`src/rtl/alu_pkg.sv`:
```
// Shared definitions for the ALU command issue stage:
//   - 3-bit opcode constants understood by the external ALU
//   - issue FSM state type
//   - packed command word as stored in the command FIFO
package alu_pkg;

  localparam logic [2:0] ADD  = 3'b000;
  localparam logic [2:0] SUB  = 3'b001;
  localparam logic [2:0] MUL  = 3'b010;
  localparam logic [2:0] AND  = 3'b011;
  localparam logic [2:0] OR   = 3'b100;
  localparam logic [2:0] NOT  = 3'b101;
  localparam logic [2:0] XOR  = 3'b110;
  localparam logic [2:0] XNOR = 3'b111;

  typedef enum logic [1:0] {
    IDLE = 2'd0,
    EXEC = 2'd1,
    WAIT = 2'd2
  } state_t;

  typedef struct packed {
    logic       chain;
    logic [2:0] op;
    logic [3:0] a;
    logic [3:0] b;
  } cmd_t;

endpackage

```
`src/rtl/alu_cmd_fifo.sv`:
```
// Synchronous command FIFO for alu_issue_ctrl.
//   clk, rst : rising-edge clock, synchronous active-high reset
//   push     : write wdata at the tail (caller guarantees not full)
//   wdata    : command word
//   pop      : advance the head (caller guarantees not empty)
//   rdata    : command at the head (combinational read)
//   count    : occupancy, 0..DEPTH
module alu_cmd_fifo
  import alu_pkg::*;
#(
  parameter int unsigned DEPTH = 4
) (
  input  logic                     clk,
  input  logic                     rst,
  input  logic                     push,
  input  cmd_t                     wdata,
  input  logic                     pop,
  output cmd_t                     rdata,
  output logic [$clog2(DEPTH):0]   count
);

  localparam int unsigned PW = $clog2(DEPTH);
  localparam int unsigned CW = PW + 1;

  cmd_t          mem [DEPTH];
  logic [PW-1:0] wr_ptr;
  logic [PW-1:0] rd_ptr;

  // Storage carries no reset; only entries below count are ever read.
  always_ff @(posedge clk) begin
    if (push) begin
      mem[wr_ptr] <= wdata;
    end
  end

  // DEPTH is a power of two, so pointers wrap by natural overflow.
  always_ff @(posedge clk) begin
    if (rst) begin
      wr_ptr <= '0;
      rd_ptr <= '0;
      count  <= '0;
    end else begin
      if (push) begin
        wr_ptr <= wr_ptr + PW'(1);
      end
      if (pop) begin
        rd_ptr <= rd_ptr + PW'(1);
      end
      case ({push, pop})
        2'b10:   count <= count + CW'(1);
        2'b01:   count <= count - CW'(1);
        default: count <= count;
      endcase
    end
  end

  assign rdata = mem[rd_ptr];

endmodule

```
`src/rtl/alu_issue_ctrl.sv`:
```
// Command issue and result capture for the 4-bit/3-bit-op/8-bit-result ALU.
//   clk, rst           : rising-edge clock, synchronous active-high reset
//   in_valid/in_ready  : command handshake; in_ready = FIFO not full
//   in_a, in_b, in_op  : operands and opcode
//   in_chain           : take operand a from low nibble of the previous result
//   alu_a/alu_b/alu_op : registered operands driven to the external ALU
//   alu_rslt           : combinational ALU result
//   out_valid/out_ready: result handshake
//   out_rslt, out_op   : captured result and the opcode that produced it
//   count              : command FIFO occupancy
//   busy               : FSM not idle or commands queued
module alu_issue_ctrl
  import alu_pkg::*;
#(
  parameter int unsigned DEPTH = 4
) (
  input  logic                   clk,
  input  logic                   rst,
  input  logic                   in_valid,
  output logic                   in_ready,
  input  logic [3:0]             in_a,
  input  logic [3:0]             in_b,
  input  logic [2:0]             in_op,
  input  logic                   in_chain,
  output logic [3:0]             alu_a,
  output logic [3:0]             alu_b,
  output logic [2:0]             alu_op,
  input  logic [7:0]             alu_rslt,
  output logic                   out_valid,
  input  logic                   out_ready,
  output logic [7:0]             out_rslt,
  output logic [2:0]             out_op,
  output logic [$clog2(DEPTH):0] count,
  output logic                   busy
);

  localparam int unsigned CW = $clog2(DEPTH) + 1;

  state_t     state;
  state_t     state_nxt;
  logic       push;
  logic       pop;
  cmd_t       wcmd;
  cmd_t       head;
  logic [7:0] last_rslt;

  // in_ready comes only from the registered count: no bypass when full.
  assign in_ready = (count != CW'(DEPTH));
  assign push     = in_valid && in_ready;
  assign wcmd     = {in_chain, in_op, in_a, in_b};
  assign busy     = (state != IDLE) || (count != '0);

  alu_cmd_fifo #(
    .DEPTH (DEPTH)
  ) u_fifo (
    .clk   (clk),
    .rst   (rst),
    .push  (push),
    .wdata (wcmd),
    .pop   (pop),
    .rdata (head),
    .count (count)
  );

  always_comb begin
    state_nxt = state;
    pop       = 1'b0;
    case (state)
      IDLE: begin
        if (count != '0) begin
          pop       = 1'b1;
          state_nxt = EXEC;
        end
      end
      EXEC: begin
        state_nxt = WAIT;
      end
      WAIT: begin
        if (out_ready) begin
          if (count != '0) begin
            pop       = 1'b1;
            state_nxt = EXEC;
          end else begin
            state_nxt = IDLE;
          end
        end
      end
      default: begin
        state_nxt = IDLE;
      end
    endcase
  end

  always_ff @(posedge clk) begin
    if (rst) begin
      state     <= IDLE;
      alu_a     <= '0;
      alu_b     <= '0;
      alu_op    <= '0;
      out_valid <= 1'b0;
      out_rslt  <= '0;
      out_op    <= '0;
      last_rslt <= '0;
    end else begin
      state <= state_nxt;
      // Pops only follow a capture, so last_rslt already holds the
      // previous command's result when a chained operand is resolved.
      if (pop) begin
        alu_a  <= head.chain ? last_rslt[3:0] : head.a;
        alu_b  <= head.b;
        alu_op <= head.op;
      end
      if (state == EXEC) begin
        out_rslt  <= alu_rslt;
        out_op    <= alu_op;
        last_rslt <= alu_rslt;
        out_valid <= 1'b1;
      end else if (state == WAIT && out_ready) begin
        out_valid <= 1'b0;
      end
    end
  end

endmodule

```
`config.mk`:
```
export PLATFORM = sky130hd
export DESIGN_NAME = alu_issue_ctrl
export DESIGN_NICKNAME = d
export VERILOG_FILES = /design/src/rtl/alu_pkg.sv /design/src/rtl/alu_cmd_fifo.sv /design/src/rtl/alu_issue_ctrl.sv
export SDC_FILE = /design/constraint.sdc
export NUM_CORES = 1
export LEC_CHECK = 0
export BUFFER_PORTS_ARGS = -buffer_cell sky130_fd_sc_hd__buf_4
export CAP_MARGIN = 20
export CORE_ASPECT_RATIO = 0.9
export CORE_UTILIZATION = 35
export DETAILED_ROUTE_END_ITERATION = 12
export SYNTH_ARGS = -nofsm -noshare
export SYNTH_HDL_FRONTEND = slang
export SYNTH_SLANG_ARGS = --single-unit
```
`constraint.sdc`:
```
create_clock -name clk -period 2.9 [get_ports clk]
set_input_delay 0.145 -clock clk [delete_from_list [all_inputs] [get_ports clk]]
set_output_delay 0.145 -clock clk [all_outputs]
set_load 0.01 [all_outputs]
```
### Word level (Yosys, flattened, before mapping)

Memory sizes are Yosys's and may differ from the RTL's. A register that Yosys moved wholly into a read port is not among the register bits.
Index checks and enable logic that the tools add are counted.

* reduce and logical (&&, ||, !) cells: 9
* mux-type cells: 15
* add/subtract/negate cells: 4
* equality and inequality tests: 7

Operators by type and width (number)
* 2-to-1 mux 2 bit: 4
* 2-to-1 mux 1 bit: 7
* case mux 2 bit (3 select lines): 1
* case mux 3 bit (2 select lines): 1
* nonzero test 2 bit: 3
* adder 2 x 1 -> 2 bit (second input constant): 2
* equality test 2 x 1 -> 1 bit (second input constant): 2
* equality test 2 bit (second input constant): 2
* 2-to-1 mux 4 bit: 1
* != test 2 bit (second input constant): 2
* adder 3 x 1 -> 3 bit (second input constant): 1
* != test 3 bit (second input constant): 1
* nonzero test 3 bit: 1
* subtractor 3 x 1 -> 3 bit (second input constant): 1
* logical AND 1 bit: 2
* zero test 2 bit: 1
* case mux 1 bit (2 select lines): 1
* AND reduction 2 bit: 1
* logical OR 1 bit: 1

* flip-flop bits (word level): 32
* input port bits: 24
* word-level logic and storage cells: 46
* memories: 1
* bits in writable memories: 48

Memories
* u_fifo.mem: words 4, width 12, read ports 1, clocked after Yosys merged registers in 1, wr ports 1, RTL line alu_cmd_fifo.sv:25 `cmd_t mem [DEPTH];`

### Depth between registers and ports, before layout

Gate-level depths: netlist of run 1.

* depth after elaboration: 6
* depth in mapped cells: 9
* mapped depth without buffers: 8

### Modules after synthesis

A second synthesis of run 1 with hierarchy kept.

* cells, all modules: 227
* area total of the unflattened synthesis: 3249.4 um2

By module, submodules not included
* alu_cmd_fifo: times used 1, area an instance 2158.3 um2, cells each 107
* alu_issue_ctrl: times used 1, area an instance 1091.0 um2, cells each 120

### Worst setup path before layout of run 1

No wires, ideal clock.

* path kind: register to register
* from: reg u_fifo.count[0]
* to: reg u_fifo.count[2]
* cell stages (with the launch flop): 10
* arrival: 2258 ps
* setup time: 70 ps
* period minus slack after synthesis: 2329 ps
* setup slack: 571 ps
* cell sequence: dfxtp_1 > nor3_1 > or3_4 > clkinv_1 > buf_2 > ha_1 > fa_1 > xnor2_1 > or3_1 > a21oi_1

* cells in the longest elaborated chain, start to end: 6
* elaborated cells between the ends (all ways): 12
* those cells by class: add/sub (2); eq/ne (3); mux (4); reduce/logical (3)

RTL lines
* start, declared: RTL line alu_cmd_fifo.sv:19 `output logic [$clog2(DEPTH):0] count`
* start signal, assigned: RTL line alu_cmd_fifo.sv:50 `2'b10: count <= count + CW'(1);`
* start signal, assigned: RTL line alu_cmd_fifo.sv:51 `2'b01: count <= count - CW'(1);`
* start signal, assigned: RTL line alu_cmd_fifo.sv:52 `default: count <= count;`
* nonzero test 3 bit (*): RTL line alu_issue_ctrl.sv:70, alu_issue_ctrl.sv:80
* 2-to-1 mux 1 bit (*): RTL line alu_issue_ctrl.sv:70, alu_issue_ctrl.sv:80
* 2-to-1 mux 1 bit: RTL line alu_issue_ctrl.sv:79 `if (out_ready) begin`
* case mux 1 bit (2 select lines) (*): RTL line alu_issue_ctrl.sv:68 `case (state)`
* named net pop: RTL line alu_issue_ctrl.sv:42 `logic pop;`
* equality test 2 x 1 -> 1 bit or equality test 2 bit (tied branches): RTL line alu_cmd_fifo.sv:49 `case ({push, pop})`
* case mux 3 bit (2 select lines) or nonzero test 2 bit (tied branches)

Mark *: on every way through the listed nets, which the timed path passes. The rest lies on a longest branch.
A chain may end at the register's enable or synchronous reset.

### Worst setup path after layout of run 1

* from: reg u_fifo.count[0]
* to: reg u_fifo.count[2]

* cells in the longest elaborated chain, start to end: 6
* elaborated cells between the ends (all ways): 12
* those cells by class: add/sub (2); eq/ne (3); mux (4); reduce/logical (3)

RTL lines (RTL line)
* nonzero test 3 bit: alu_issue_ctrl.sv:70, alu_issue_ctrl.sv:80
* 2-to-1 mux 1 bit: alu_issue_ctrl.sv:70, alu_issue_ctrl.sv:80
* 2-to-1 mux 1 bit: alu_issue_ctrl.sv:79
* case mux 1 bit (2 select lines): alu_issue_ctrl.sv:68
* equality test 2 x 1 -> 1 bit or equality test 2 bit (tied branches): alu_cmd_fifo.sv:49
* case mux 3 bit (2 select lines) or nonzero test 2 bit (tied branches)

Parallel ways exist; a longest one is shown, timed or not.

==> results by stage, run 1 <==
Clock network:
- The total number of clock tree sinks is 82.
- The post-CTS setup buffer count is 0.
- TritonCTS built the clock tree.
- The root buffer cell is sky130_fd_sc_hd__clkbuf_8.
- The number of buffers added by the clock tree synthesis step is 9.
- The clock passes through at most 2 buffers.
- The insertion delay of the later-clocked pin in the worst-skew pair is 340 ps.
- The clock-pin slew of the registers on the worst-case setup and hold paths is 80 ps.
- The count of H-tree levels built during CTS is 3.

Finish:
- The top cell types in the final layout, fill and taps aside, are sky130_fd_sc_hd__buf_4, sky130_fd_sc_hd__edfxtp_1, sky130_fd_sc_hd__nand2_1.
- The post-route cell area is 0.003862 sq mm.
- The area occupied by registers is 0.002122 sq mm.
- The most common cell after layout, fill and taps aside is sky130_fd_sc_hd__buf_4.
- The fraction of layout instances using a drive strength above 1 is 27.68%.
- The fill cell instance count of the final layout is 825.
- The final layout contains 314 nets.
- 0 antenna diodes ended up in the layout.
- The area of combinational cells with multiple inputs is 887.1 sq um.
- Relative to the synthesized area, the layout overhead comes to 25.33%.

Critical path:
- The worst register-to-register path begins at u_fifo.count[0]$_SDFFE_PP0P_.
- The data required time at the worst endpoint is 3180 ps.
- In this run the critical register-to-register path is captured at u_fifo.count[2]$_SDFFE_PP0P_.
- The kind of launch point of the worst setup path is a flip-flop.
- The critical path starts at u_fifo.count[0]$_SDFFE_PP0P_.
- Setup slack on the worst reg-to-reg path comes out at 700 ps.
- The biggest fanout along the worst timing path is 6.
- The data arrival time at the worst-slack endpoint is 2480 ps.
- The worst setup path is captured at a flip-flop.
- In this run the worst setup path terminates at u_fifo.count[2]$_SDFFE_PP0P_.
- The start-to-end type of the worst setup path is reg -> reg.
- Measured in cells, the most critical reg-to-reg path has a length of 8.

Global routing:
- The final global-route overflow total is 0.
- The number of global-route vias before repair is 1,850.
- The maximum number of pins on one net before global-route repair is 34.
- The first global-routing pass estimated 9418 um of wire.
- The initial antenna violation count is 0.
- In the global route stage, overall resource usage came out at 13.93%.

Yosys:
- The part of the Yosys area used for sequential elements is 68.86%.
- The share of async-settable or async-resettable flops after synthesis is 0%.
- The area of the mapped netlist is 0.003082 sq mm.
- The gate count after technology mapping is 220.
- The post-synthesis net count is 250.
- The post-synthesis area per instance is 14.01 sq um.
- The Yosys warning count is 0.
- Synthesis inferred 82 register bits.
- The number of distinct standard cells referenced by the synthesized netlist is 29.
- The most used flip-flop cell after synthesis is sky130_fd_sc_hd__edfxtp_1.
- The number of enable-type register cells in the synthesized netlist is 48.

Placed design:
- The post-placement cell area is 0.003578 sq mm.
- The routability-driven placement congestion ratio is 0.7420.
- In this run the tool buffered the top-level ports with 51 buffer cells.
- The detailed placement HPWL is 3914 um.

Pwr:
- Power spread over the standard cell area amounts to 914.4 mW/mm^2.
- For this design the static power due to leakage is 1.428 nW.
- The maximum ir drop on the vdd rail is 0.0003570 V.

Die:
- The height of the die is 91.02 um.
- The region available for standard cell placement spans 0.008568 sq mm.
- The full die area is 0.009185 sq mm.
- The number of placement rows is 32.
- For this configuration, the core starts out at a cell density of 35.97%.
- The horizontal die dimension is 100.9 um.
- For this design the top-level I/O count stands at 52.

Worst hold path:
- The startpoint of the worst hold path is in_op[0].
- The worst min-delay path class is in -> reg.

Timing:
- In this run the tightest slew margin relative to its limit is 44.68%.
- Setup violations remaining at the end of the flow were counted as 0.
- The final clock period utilization by the worst path is 75.94%.
- The slew at the pin with the worst max-slew slack is 828.1 ps.
- Between clock sinks in the finished design, the worst skew comes to 5.068 ps.
- The shortest clock period the worst path allows after layout is 2202 ps.
- The final sum of negative setup slack is 0 ps.
- The final count of hold timing violations is 0.
- Setup repair after global routing left no endpoint under its margin.
- The count of final max-slew check failures is 0.
- Timing would allow up to 0.4541 GHz.

Routing:
- In this run the remaining antenna-violating nets after routing total 0.
- Across all layers, the routed design uses 1,860 vias.
- The routed design has 5876 um of wire.
- The first-pass detailed-route iteration total is 4.
- The initial DRC count is 79.
- The detailed-route DRC error count is 0.
- The via-per-instance ratio is 4.559.
- In the final routed layout, each cell accounts on average for 14.40 um.

Flow run:
- The number of maximum-capacitance constraint violations is 0.

Run status:
- The flow ran to the end, and the final reports show no timing, DRC or antenna violations.
[Yosys cell counts (all sizes together), types with 5 or more instances]
master | n | area [sq um]
a211oi | 5 | 37.54
a21oi | 22 | 110.1
clkbuf | 6 | 22.52
dfxtp | 34 | 680.7
edfxtp | 48 | 1441
ha | 5 | 62.56
inv | 5 | 18.77
mux2i | 5 | 50.05
mux4 | 12 | 270.3
nand2 | 39 | 146.4
nor2 | 12 | 45.04
[flip-flops by register name (all words and copies together), names as in the netlist, named ones only]
name and flops:
alu_b 4, out_valid 1, u_fifo.mem 48, last_rslt 8
state 2, alu_a 4, u_fifo.count 3, u_fifo.rd_ptr 2
alu_op 3, u_fifo.wr_ptr 2, out_op 3
[stage by stage]
stage               setup WS, ps  hold WS, ps  total power, mW  util, %  cells
global placement           726.4        347.2            2.785    41.76    382
CTS                        667.4        1.425            3.583    45.08    408
global route               502.9        1.812            3.765    45.08    408
floorplan                  571.4        243.9            2.389        -    220
detailed placement         701.5        350.5            2.802    41.76    382
finish                     697.9        14.50            3.532    45.08    408
[report_power, final]
group	switching, mW	leakage [nW]	internal, mW
logic	0.559	0.615	0.567
registers	0.179	0.719	1.46
clock network	0.382	0.0939	0.387
[kinds of logic (layout without fill, tap and decap cells)]
logic type	after synthesis	in the layout	synth area share, %
AOI/OAI and AO/OA	30	30	5.278
xor gates and xnor gates	4	4	1.137
adders and majority gates	6	6	2.680
buffers and inverters	16	85	2.355
DFF	82	82	68.86
muxes	17	17	10.39
and+or+nand+nor	65	65	9.297
[layout make-up]
type | instances | area share [%]
multi-input combinational | 122 | 22.97
clock inverter | 7 | 1.555
tap | 119 | 3.855
timing repair buffer | 63 | 12.89
clock buffer | 9 | 3.207
sequential | 82 | 54.94
inverter | 6 | 0.5831
[repair_timing]
item	in CTS	in global routing
hold buffers	10	0
endpoints found under the hold margin	40	0
setup endpoints to repair	0	0
gates resized for setup	0	0
[how the worst min path moves through the flow]
| stage | depth (start not counted) | to | slack (ps) |
|---|---|---|---|
| floorplan | 0 | u_fifo.mem[0][0]$_DFFE_PP_ | 240 |
| global placement | 1 | u_fifo.mem[2][7]$_DFFE_PP_ | 350 |
| detailed placement | 1 | u_fifo.mem[0][9]$_DFFE_PP_ | 350 |
| CTS | 1 | u_fifo.mem[1][8]$_DFFE_PP_ | 1 |
| global route | 1 | u_fifo.mem[0][8]$_DFFE_PP_ | 2 |
| finish | 1 | u_fifo.mem[2][8]$_DFFE_PP_ | 10 |
[worst max-delay path, cell delays in order (launching register included)]
cell and delay [ps]:
sky130_fd_sc_hd__dfxtp_1 430, sky130_fd_sc_hd__or3b_1 250, sky130_fd_sc_hd__and2_1 210, sky130_fd_sc_hd__inv_1 70, sky130_fd_sc_hd__ha_1 230, sky130_fd_sc_hd__fa_1 380, sky130_fd_sc_hd__xnor2_1 140, sky130_fd_sc_hd__or3_1 300
sky130_fd_sc_hd__a21oi_1 130
[layer usage]
metal	global-route usage [%]	wire length, um
met3	4.234	237
met2	21.40	2709
met5	0	0
met4	4.710	83
met1	18.76	2846
Note: power is estimated with default switching activity, not from simulation.
==> run 2, diff against run 1 <==
--- a/config.mk
+++ b/config.mk
@@ -5,6 +5,7 @@
 export SDC_FILE = /design/constraint.sdc
 export NUM_CORES = 1
 export LEC_CHECK = 0
+export ABC_AREA = 1
 export BUFFER_PORTS_ARGS = -buffer_cell sky130_fd_sc_hd__buf_4
 export CAP_MARGIN = 20
 export CORE_ASPECT_RATIO = 0.9
==> constraint.sdc (replaced) <==
create_clock -name clk -period 1.9 [get_ports clk]
set_input_delay 0.095 -clock clk [delete_from_list [all_inputs] [get_ports clk]]
set_output_delay 0.095 -clock clk [all_outputs]
set_load 0.01 [all_outputs]
==> run 2 against run 1 <==
  * Cell count increased by 28%
  * Die area grew 4.8%
  * Routed wire length up 10%
  * Worst setup slack got worse by 550 ps
  * Design area up 7.4%
  * First-iteration DRC count is 14% lower
  * Synthesized cell count is 44% higher
  * Sequential cell count unchanged
  * Non-clock buffer count grew 22
  * Area after synthesis rose by 5.0%
==> results by stage, run 2 <==
Finish:
- The final non-filler cell total is 523.
- The register with the most flip-flops in the layout has 48 of them.
- The library cell used most frequently in the layout, excluding fill and tap cells, is sky130_fd_sc_hd__nor2_1.
- Compared with the post-synthesis result, the final layout area differs by 28.20%.
- The largest registers in the layout are u_fifo.mem x48, last_rslt x8.
- 0 antenna diodes ended up in the layout.
- After routing the design area is 0.004146 sq mm.
- The library cells used most frequently in the layout, excluding fill and tap cells, are sky130_fd_sc_hd__nor2_1, sky130_fd_sc_hd__buf_4, sky130_fd_sc_hd__edfxtp_1.
- The final layout net count is 429.
- The post-route netlist has 21.53% of its cells at a drive strength greater than 1.
- u_fifo.mem holds more flip-flops than any other register.
- The share of the core filled with cells is 47.29%.

Critical path:
- In this design, the stage delay of the slowest critical-path cell is 540 ps.
- The critical path is of the in -> reg type.
- The data arrival time at the worst-slack endpoint is 2030 ps.
- STA classifies the critical path endpoint as a flip-flop.
- The data required time at the worst endpoint is 2180 ps.
- Together, buffers and inverters on the worst path number 4.
- Counting stages on the worst path, the most repeated cell is sky130_fd_sc_hd__nor2_1.
- Counting buffers and inverters, the worst setup path is 13 cells deep.
- Grouping stages by cell kind, the critical path spends the most delay in buffers and inverters.
- The signal on the critical path passes through dlygate4sd3_1 -> buf_4 -> inv_1 -> a21oi_2 -> nand2_2 -> inv_4 -> ha_2 -> fa_1 -> nor2_1 -> nor2_1 -> nand2_1 -> o21ai_0 -> a21oi_1.
- Counting cells, the worst reg-to-reg path comes to 11.
- The slowest library cell on the worst path is sky130_fd_sc_hd__dlygate4sd3_1.
- The biggest fanout along the worst timing path is 3.
- The worst setup path is launched from a primary input.

Yosys:
- The part of the Yosys area used for sequential elements is 65.61%.
- The complex-gate fraction of the synthesized area is 9.787%.
- In this run, synthesis inferred 48 flip-flops with an integrated enable.
- In the synthesized netlist the async set-or-reset flop fraction comes to 0%.
- The number of distinct standard cells referenced by the synthesized netlist is 23.
- Summing the areas of all xor and xnor instances in the mapped netlist gives 0.2708% of the synthesized area.
- The Yosys warning count is 0.
- The gate count after technology mapping is 317.
- By count the netlist is led by sky130_fd_sc_hd__nor2_1, sky130_fd_sc_hd__edfxtp_1, sky130_fd_sc_hd__nand2_1, sky130_fd_sc_hd__dfxtp_1, sky130_fd_sc_hd__o21ai_0.
- Summing the areas of all and, or, nand and nor instances in the mapped netlist gives 16.36% of the synthesized area.
- The dominant combinational cell family by area after synthesis is simple AND/OR/NAND/NOR gates.
- In this run, synthesis produced a sequential element count of 82.
- The synthesized-area fraction occupied by adder cells is 2.553%.
- By area the synthesized netlist is led by sky130_fd_sc_hd__edfxtp_1, sky130_fd_sc_hd__dfxtp_1, sky130_fd_sc_hd__nor2_1, sky130_fd_sc_hd__o21ai_0, sky130_fd_sc_hd__nand2_1.
- A synthesized cell averages 10.20 sq um.
- The post-synthesis net count is 347.
- The top cell type by total area after synthesis is sky130_fd_sc_hd__edfxtp_1.
- The mapped netlist covers 0.003234 sq mm.
- In this run the biggest area consumer among cell types represents 44.56% of the synthesized area.
- The most common cell in the synthesized netlist is sky130_fd_sc_hd__nor2_1.
- Among all flip-flop cells after synthesis, the most frequent one is sky130_fd_sc_hd__edfxtp_1.
- Multiplexer cells account for 0% of the synthesized area.

Global routing:
- The number of global-route vias before repair was 2,150.
- In the global route stage, overall resource usage came out at 14.73%.
- The first global-routing pass estimated 10,470 um of wire.
- Entering global routing, the biggest net connects 26 pins.
- The initial antenna violation count came to 0.
- The final global-route overflow total is 0.

Die:
- 52 I/O pins were placed.
- The floorplan has 32 rows.
- The height of the die is 93.20 um.
- The die covers 0.009630 sq mm.
- The initial utilization of the core area, before any placement, comes to 36.89%.
- The region available for standard cell placement spans 0.008768 sq mm.
- The die is 103.3 um wide.

Routing:
- Dividing the detail-routed via count by the number of cells gives 4.507.
- In the final routed layout, each cell accounts on average for 12.41 um.
- Wires add up to 6488 um.
- After detailed routing, the number of remaining DRC violations is 0.
- The number of antenna-violating nets in the routed design is 0.
- For this block, the initial DRC count from the detailed router was 68.
- The first-pass detailed-route iteration total is 4.
- For this block, the via count after detailed routing is 2,357.

Pwr:
- The switching power is 2.034 mW.
- The portion of total power attributed to sequential cells is 44.0%.
- The cell area power density is 1361 mW/mm^2.
- The cell leakage power is 1.698 nW.
- The switching share of power is 36.05%.
- The fraction of power consumed by the clock network is 18.9%.
- The combinational share of power is 37.1%.
- Cell internal power was estimated by the tool at 3.609 mW.
- VDD sags by at most 0.0004800 V.

Timing:
- The final sum of negative setup slack is 0 ps.
- The final count of hold timing violations is 0.
- Setup violations remaining at the end of the flow were counted as 0.
- In the finished design, the share of the clock period the worst path needs comes to 92.13%.
- At the pin with the least slew margin, the transition time is 554.9 ps.
- Clock skew on the completed layout was measured at 10.25 ps.
- The count of final max-slew check failures was 0.
- The shortest clock period the worst path allows after layout is 1750 ps.
- Setup repair after global routing left no endpoint under its margin.
- The relative slew slack is 62.96%.
- The slack of the critical path is 149.6 ps.
- The peak clock frequency supported by timing is 0.5713 GHz.

Placed design:
- After detailed placement, the total cell area comes to 0.003750 sq mm.
- In this run, placement finished with an instance count of 484.
- The pre-CTS worst setup slack is 94.26 ps.
- The number of port buffers is 51.
- Routability-driven placement finished with a final weighted congestion of 0.7840.
- The detailed placement HPWL is 4117 um.

Clock network:
- For the worst-skew pair, the clock arrives at the later sink with an insertion delay of 350 ps.
- The count of H-tree levels built during CTS is 3.
- The clock-pin slew of the registers on the worst-case setup and hold paths is 70 ps.
- The clock tree from TritonCTS is yes.
- The clock passes through at most 2 buffers.
- The total number of clock tree sinks is 82.
- The number of clock buffers added by TritonCTS is 9.
- The root buffer cell is sky130_fd_sc_hd__clkbuf_8.

Worst hold path:
- The path class of the tightest hold or removal check is in -> reg.
- The number of stages on the worst hold path is 4.

Flow run:
- Across the run, the number of max-cap violations was 0.

Run status:
- The run finished with clean final reports.
## run 2: power by group through the flow
stage | Combinational (mW) | Clock [mW] | Sequential (mW)
after floorplan | 1.31 | 0 | 2.54
after global placement | 2.02 | 0 | 2.51
after detailed placement | 2.04 | 0 | 2.52
after CTS | 2.08 | 1.11 | 2.48
after global routing | 2.38 | 1.18 | 2.52
final | 2.09 | 1.07 | 2.48
## run 2: through the flow
step	total power, mW	hold slack [ps]
6_report	5.643	222.5
5_1_grt	6.079	243.8
4_1_cts	5.669	197.2
3_5_place_dp	4.556	297.9
3_3_place_gp	4.526	294.7
2_1_floorplan	3.851	162.0
## run 2: kinds of logic (layout without fill, tap and decap cells)
| kind of cell | count (synthesis) | count (layout) |
|---|---|---|
| xor+xnor | 1 | 1 |
| simple gates | 134 | 134 |
| flops | 82 | 82 |
| compound gates | 61 | 61 |
| buf+inv | 33 | 120 |
| fa+ha+maj | 6 | 6 |
## run 2: worst reg2reg max path, cell delays in order (launching register included)
cell and delay [ps]:
sky130_fd_sc_hd__dfxtp_2 340, sky130_fd_sc_hd__inv_1 100, sky130_fd_sc_hd__nand3_2 100, sky130_fd_sc_hd__nand2_2 100, sky130_fd_sc_hd__inv_4 40, sky130_fd_sc_hd__ha_2 180, sky130_fd_sc_hd__fa_1 380, sky130_fd_sc_hd__nor2_1 120
sky130_fd_sc_hd__nor2_1 40, sky130_fd_sc_hd__nand2_1 70, sky130_fd_sc_hd__o21ai_0 70, sky130_fd_sc_hd__a21oi_1 130
## run 2: layer usage
layer / global-route usage, % / vias up / routed length (um)
li1: - / 1225 / -
met1: 18.29 / 1065 / 3241
met2: 23.78 / 61 / 2877
met3: 4.484 / 6 / 320
met4: 5.986 / 0 / 49
met5: 0 / - / 0
## run 2: final timing paths
kind	start	slack [ps]	endpoint
max	out_ready	150	u_fifo.count[2]$_SDFFE_PP0P_
min	in_valid	220	u_fifo.wr_ptr[1]$_SDFFE_PP0P_
max reg2reg	u_fifo.count[1]$_SDFFE_PP0P_	160	u_fifo.count[2]$_SDFFE_PP0P_
min reg2reg	u_fifo.rd_ptr[1]$_SDFFE_PP0P_	500	flip-flop
## run 2: layout make-up
cell class | instances | area (sq um)
well taps | 119 | 148.9
clock buffers | 13 | 140.1
flip-flops and latches | 82 | 2125
inverters | 19 | 76.32
repair buffers | 85 | 693.2
clock inverters | 3 | 18.77
fillers | 818 | 4622
multi-input cells | 202 | 944.7
## run 2: timing repair
action                                  CTS  global route
hold endpoints to repair                 61             0
endpoints found under the setup margin    0             1
hold buffers                             22             0
buffers inserted                          0             1
resized for setup                         0             5
==> run 3, diff against run 2 <==
--- a/config.mk
+++ b/config.mk
@@ -11,6 +11,7 @@
 export CORE_ASPECT_RATIO = 0.9
 export CORE_UTILIZATION = 35
 export DETAILED_ROUTE_END_ITERATION = 12
+export SLEW_MARGIN = 20
 export SYNTH_ARGS = -nofsm -noshare
 export SYNTH_HDL_FRONTEND = slang
 export SYNTH_SLANG_ARGS = --single-unit
==> constraint.sdc (replaced) <==
create_clock -name clk -period 1.6 [get_ports clk]
set_input_delay 0.08 -clock clk [delete_from_list [all_inputs] [get_ports clk]]
set_output_delay 0.08 -clock clk [all_outputs]
set_load 0.01 [all_outputs]
==> run 3 against run 2 <==
  * The flow now finishes with violations (negative setup slack)
  * Utilization up 1.6 points
  * Sequential share of layout area down 1.6 points
  * Hold slack worse by 100 ps
  * Design area up 3.4%
  * Via count up 1.4%
  * Worst setup slack worse by 190 ps
  * Critical path type is now reg -> reg
==> results by stage, run 3 (synthesis gave the netlist of run 2 again) <==
Timing:
- The relative slew slack is 76.50%.
- The final count of hold timing violations was 0.
- The worst path uses 102.2% of the clock period.
- Setup violations remaining at the end of the flow were counted as 2.
- The count of final max-slew check failures is 0.
- The shortest clock period the worst path allows after layout is 1636 ps.
- Across the routed clock network, the largest skew measured is 13.17 ps.
- Timing would allow up to 0.6114 GHz.
- Setup repair after global routing could not meet its margin everywhere.
- For the pin with the worst max-slew slack, the measured transition is 352.0 ps.
- After layout, the worst setup slack is -35.53 ps.

Critical path:
- In this design, the largest share of critical-path delay is due to adder cells.
- The biggest fanout along the worst timing path is 3.
- STA classifies the critical path startpoint as a flip-flop.
- The endpoint identified for the worst register-to-register timing path is u_fifo.count[1]$_SDFFE_PP0P_.
- Data arrives at the worst endpoint at 1900 ps.
- The worst setup path is captured at a flip-flop.
- Counting both buffers and inverters, the worst setup path holds a total of 2.
- The largest individual stage delay along the critical path comes from the cell sky130_fd_sc_hd__fa_2.
- The setup check on the worst reg-to-reg path leaves a slack of -40 ps.
- The data required time at the worst endpoint is 1870 ps.
- The worst reg2reg path depth is 8.
- The maximum single-stage delay on the critical path is 530 ps.
- Walking the worst path, the cells encountered are inv_2 -> nand3_2 -> nand2_2 -> inv_4 -> ha_4 -> fa_2 -> o21ai_2 -> a21oi_1.
- The worst setup path is of the reg -> reg kind.
- The startpoint of the lowest-slack register-to-register path is u_fifo.count[1]$_SDFFE_PP0P_.

Placed design:
- The number of port buffers is 51.
- At the end of routability-driven placement, the weighted congestion stood at 0.7451.
- The cell count after placement is 487.
- The detailed placement HPWL is 4359 um.

Finish:
- The fraction of layout instances using a drive strength above 1 is 24.21%.
- Leaving out fill and tap cells, the most frequent cell in the layout is sky130_fd_sc_hd__nor2_1.
- In the layout the commonest cells are sky130_fd_sc_hd__nor2_1, sky130_fd_sc_hd__buf_4, sky130_fd_sc_hd__edfxtp_1.
- The register with the most flip-flops is u_fifo.mem.
- The largest registers in the layout are u_fifo.mem x48, last_rslt x8.
- The final non-filler cell total is 528.
- The repair_antennas step left the layout with diodes totalling 0.
- The register with the most flip-flops in the layout has 48 of them.
- The final layout net count is 434.
- Compared with the post-synthesis result, the final layout area differs by 32.53%.

Pwr:
- Of the total power, the share spent switching nets is 33.94%.
- The internal power component is 4.863 mW.
- The combinational share of power is 36.6%.
- For this design the static power due to leakage is 1.758 nW.
- The portion of total power attributed to sequential cells is 39.6%.
- The design draws 7.360 mW.
- Of the total power, the clock network draws 23.8%.
- The worst-case IR drop observed on VDD is 0.0005942 V.
- For this design the total switching power over the nets is 2.498 mW.
- Power spread over the standard cell area amounts to 1717 mW/mm^2.

Flow run:
- The number of maximum-capacitance constraint violations is 0.

Die:
- The area inside the core boundary is 0.008768 sq mm.
- The full die area is 0.009630 sq mm.
- Measured along the y axis, the die boundary spans 93.20 um.
- Pin placement for this block handled 52 I/O pins.
- The floorplan step set the die width to 103.3 um.
- The floorplan has 32 rows.
- For this configuration, the core starts out at a cell density of 36.89%.

Clock network:
- Clock-pin slew was measured on the worst setup and hold paths at 80 ps.
- In this run the number of H-tree levels came out at 3.
- The number of buffers added by the clock tree synthesis step is 9.
- The maximum buffer depth of the clock tree is 2.
- The root buffer cell is sky130_fd_sc_hd__clkbuf_8.
- Clock latency on the worst-skew pair, taken at its later pin, is 350 ps.
- The total number of clock tree sinks is 82.
- TritonCTS built the clock tree.

Routing:
- For this block, the via count after detailed routing is 2,390.
- For this block, the initial DRC count from the detailed router was 88.
- Summed over all layers, the routed wires come to 6556 um.
- In the routed design, unresolved DRC markers number 0.
- The via-per-instance ratio is 4.527.
- The count of nets left with antenna violations once routing finished came out at 0.
- The post-detailed-route wirelength per cell is 12.42 um.
- The first-pass detailed-route iteration total is 6.

Global routing:
- The number of global-route vias before repair is 2,224.
- The maximum number of pins on one net before global-route repair is 26.
- The first global-routing pass estimated 10,720 um of wire.
- Summed over all layers, the global routing overflow is 0.
- The initial antenna violation count came to 0.
- The overall fraction of global-route tracks in use is 15.08%.

Run status:
- The run finished, with violations left.
- The final reports fail on negative setup slack.

Worst hold path:
- The end point of the worst hold path is state[1]$_SDFFE_PP0P_.
- The worst hold path begins at out_ready.
- The worst min-delay path class is in -> reg.
- The worst hold path was traced through 4 stages.
## run 3: worst min-delay path, stage by stage
cell                       delay, ps
sky130_fd_sc_hd__buf_4            80
sky130_fd_sc_hd__inv_1            40
sky130_fd_sc_hd__a21oi_2         150
sky130_fd_sc_hd__a211oi_1         60
## run 3: repair_timing
action                                 4_1_cts  5_1_grt
setup endpoints to repair                    2        2
setup buffers                                2        1
endpoints found under the hold margin       61        0
hold buffers                                22        0
pin swaps                                    0        2
gates resized for setup                      1        3
## run 3: power groups by stage
stage          sequential, mW  clock, mW  combinational, mW
3_3_place_gp             2.96          0               2.53
5_1_grt                  2.97       1.89               3.07
2_1_floorplan            3.03          0               1.61
3_5_place_dp             2.97          0               2.58
6_report                 2.92       1.75               2.69
4_1_cts                  2.92       1.79               2.68
## run 3: routing by layer
layer | GRT usage (%) | share of wire (%) | wire length [um] | vias up
li1 | - | - | - | 1232
met1 | 20.14 | 50 | 3292 | 1090
met2 | 23.06 | 44 | 2871 | 63
met3 | 5.381 | 5.0 | 330 | 5
met4 | 4.225 | 0.93 | 61 | 0
met5 | 0 | 0 | 0 | -
## run 3: worst max-delay path by stage
stage	cells past startpoint	slack [ps]	endpoint	from
floorplan	4	-70	u_fifo.mem[0][0]$_DFFE_PP_	u_fifo.count[1]$_SDFFE_PP0P_
global placement	11	50	u_fifo.count[2]$_SDFFE_PP0P_	u_fifo.count[0]$_SDFFE_PP0P_
detailed placement	11	-7	u_fifo.count[2]$_SDFFE_PP0P_	u_fifo.count[0]$_SDFFE_PP0P_
CTS	11	0.2	u_fifo.count[2]$_SDFFE_PP0P_	u_fifo.count[1]$_SDFFE_PP0P_
global route	8	-80	u_fifo.count[1]$_SDFFE_PP0P_	u_fifo.count[1]$_SDFFE_PP0P_
finish	8	-40	u_fifo.count[1]$_SDFFE_PP0P_	u_fifo.count[1]$_SDFFE_PP0P_
## run 3: layout make-up
cell class	count	area, sq um
inverter	19	78.83
multi-input combinational	202	965.9
timing repair buffer	90	730.7
tap	119	148.9
sequential	82	2128
fill	791	4482
clock inverter	5	102.6
clock buffer	11	131.4
## run 3: metrics by stage
stage                     area [sq um]  hold slack (ps)  util, %  TNS [ps]  setup WS (ps)
final                             4287            122.4    48.89    -47.05         -35.53
after global routing              4287            125.9    48.89    -158.3         -80.59
after CTS                         4273            103.8    48.73         0         0.1963
after detailed placement          3801            281.4    43.35    -6.978         -6.978
after global placement            3801            283.6    43.35         0          51.12
after floorplan                   3263            147.0        -     -3319         -67.33
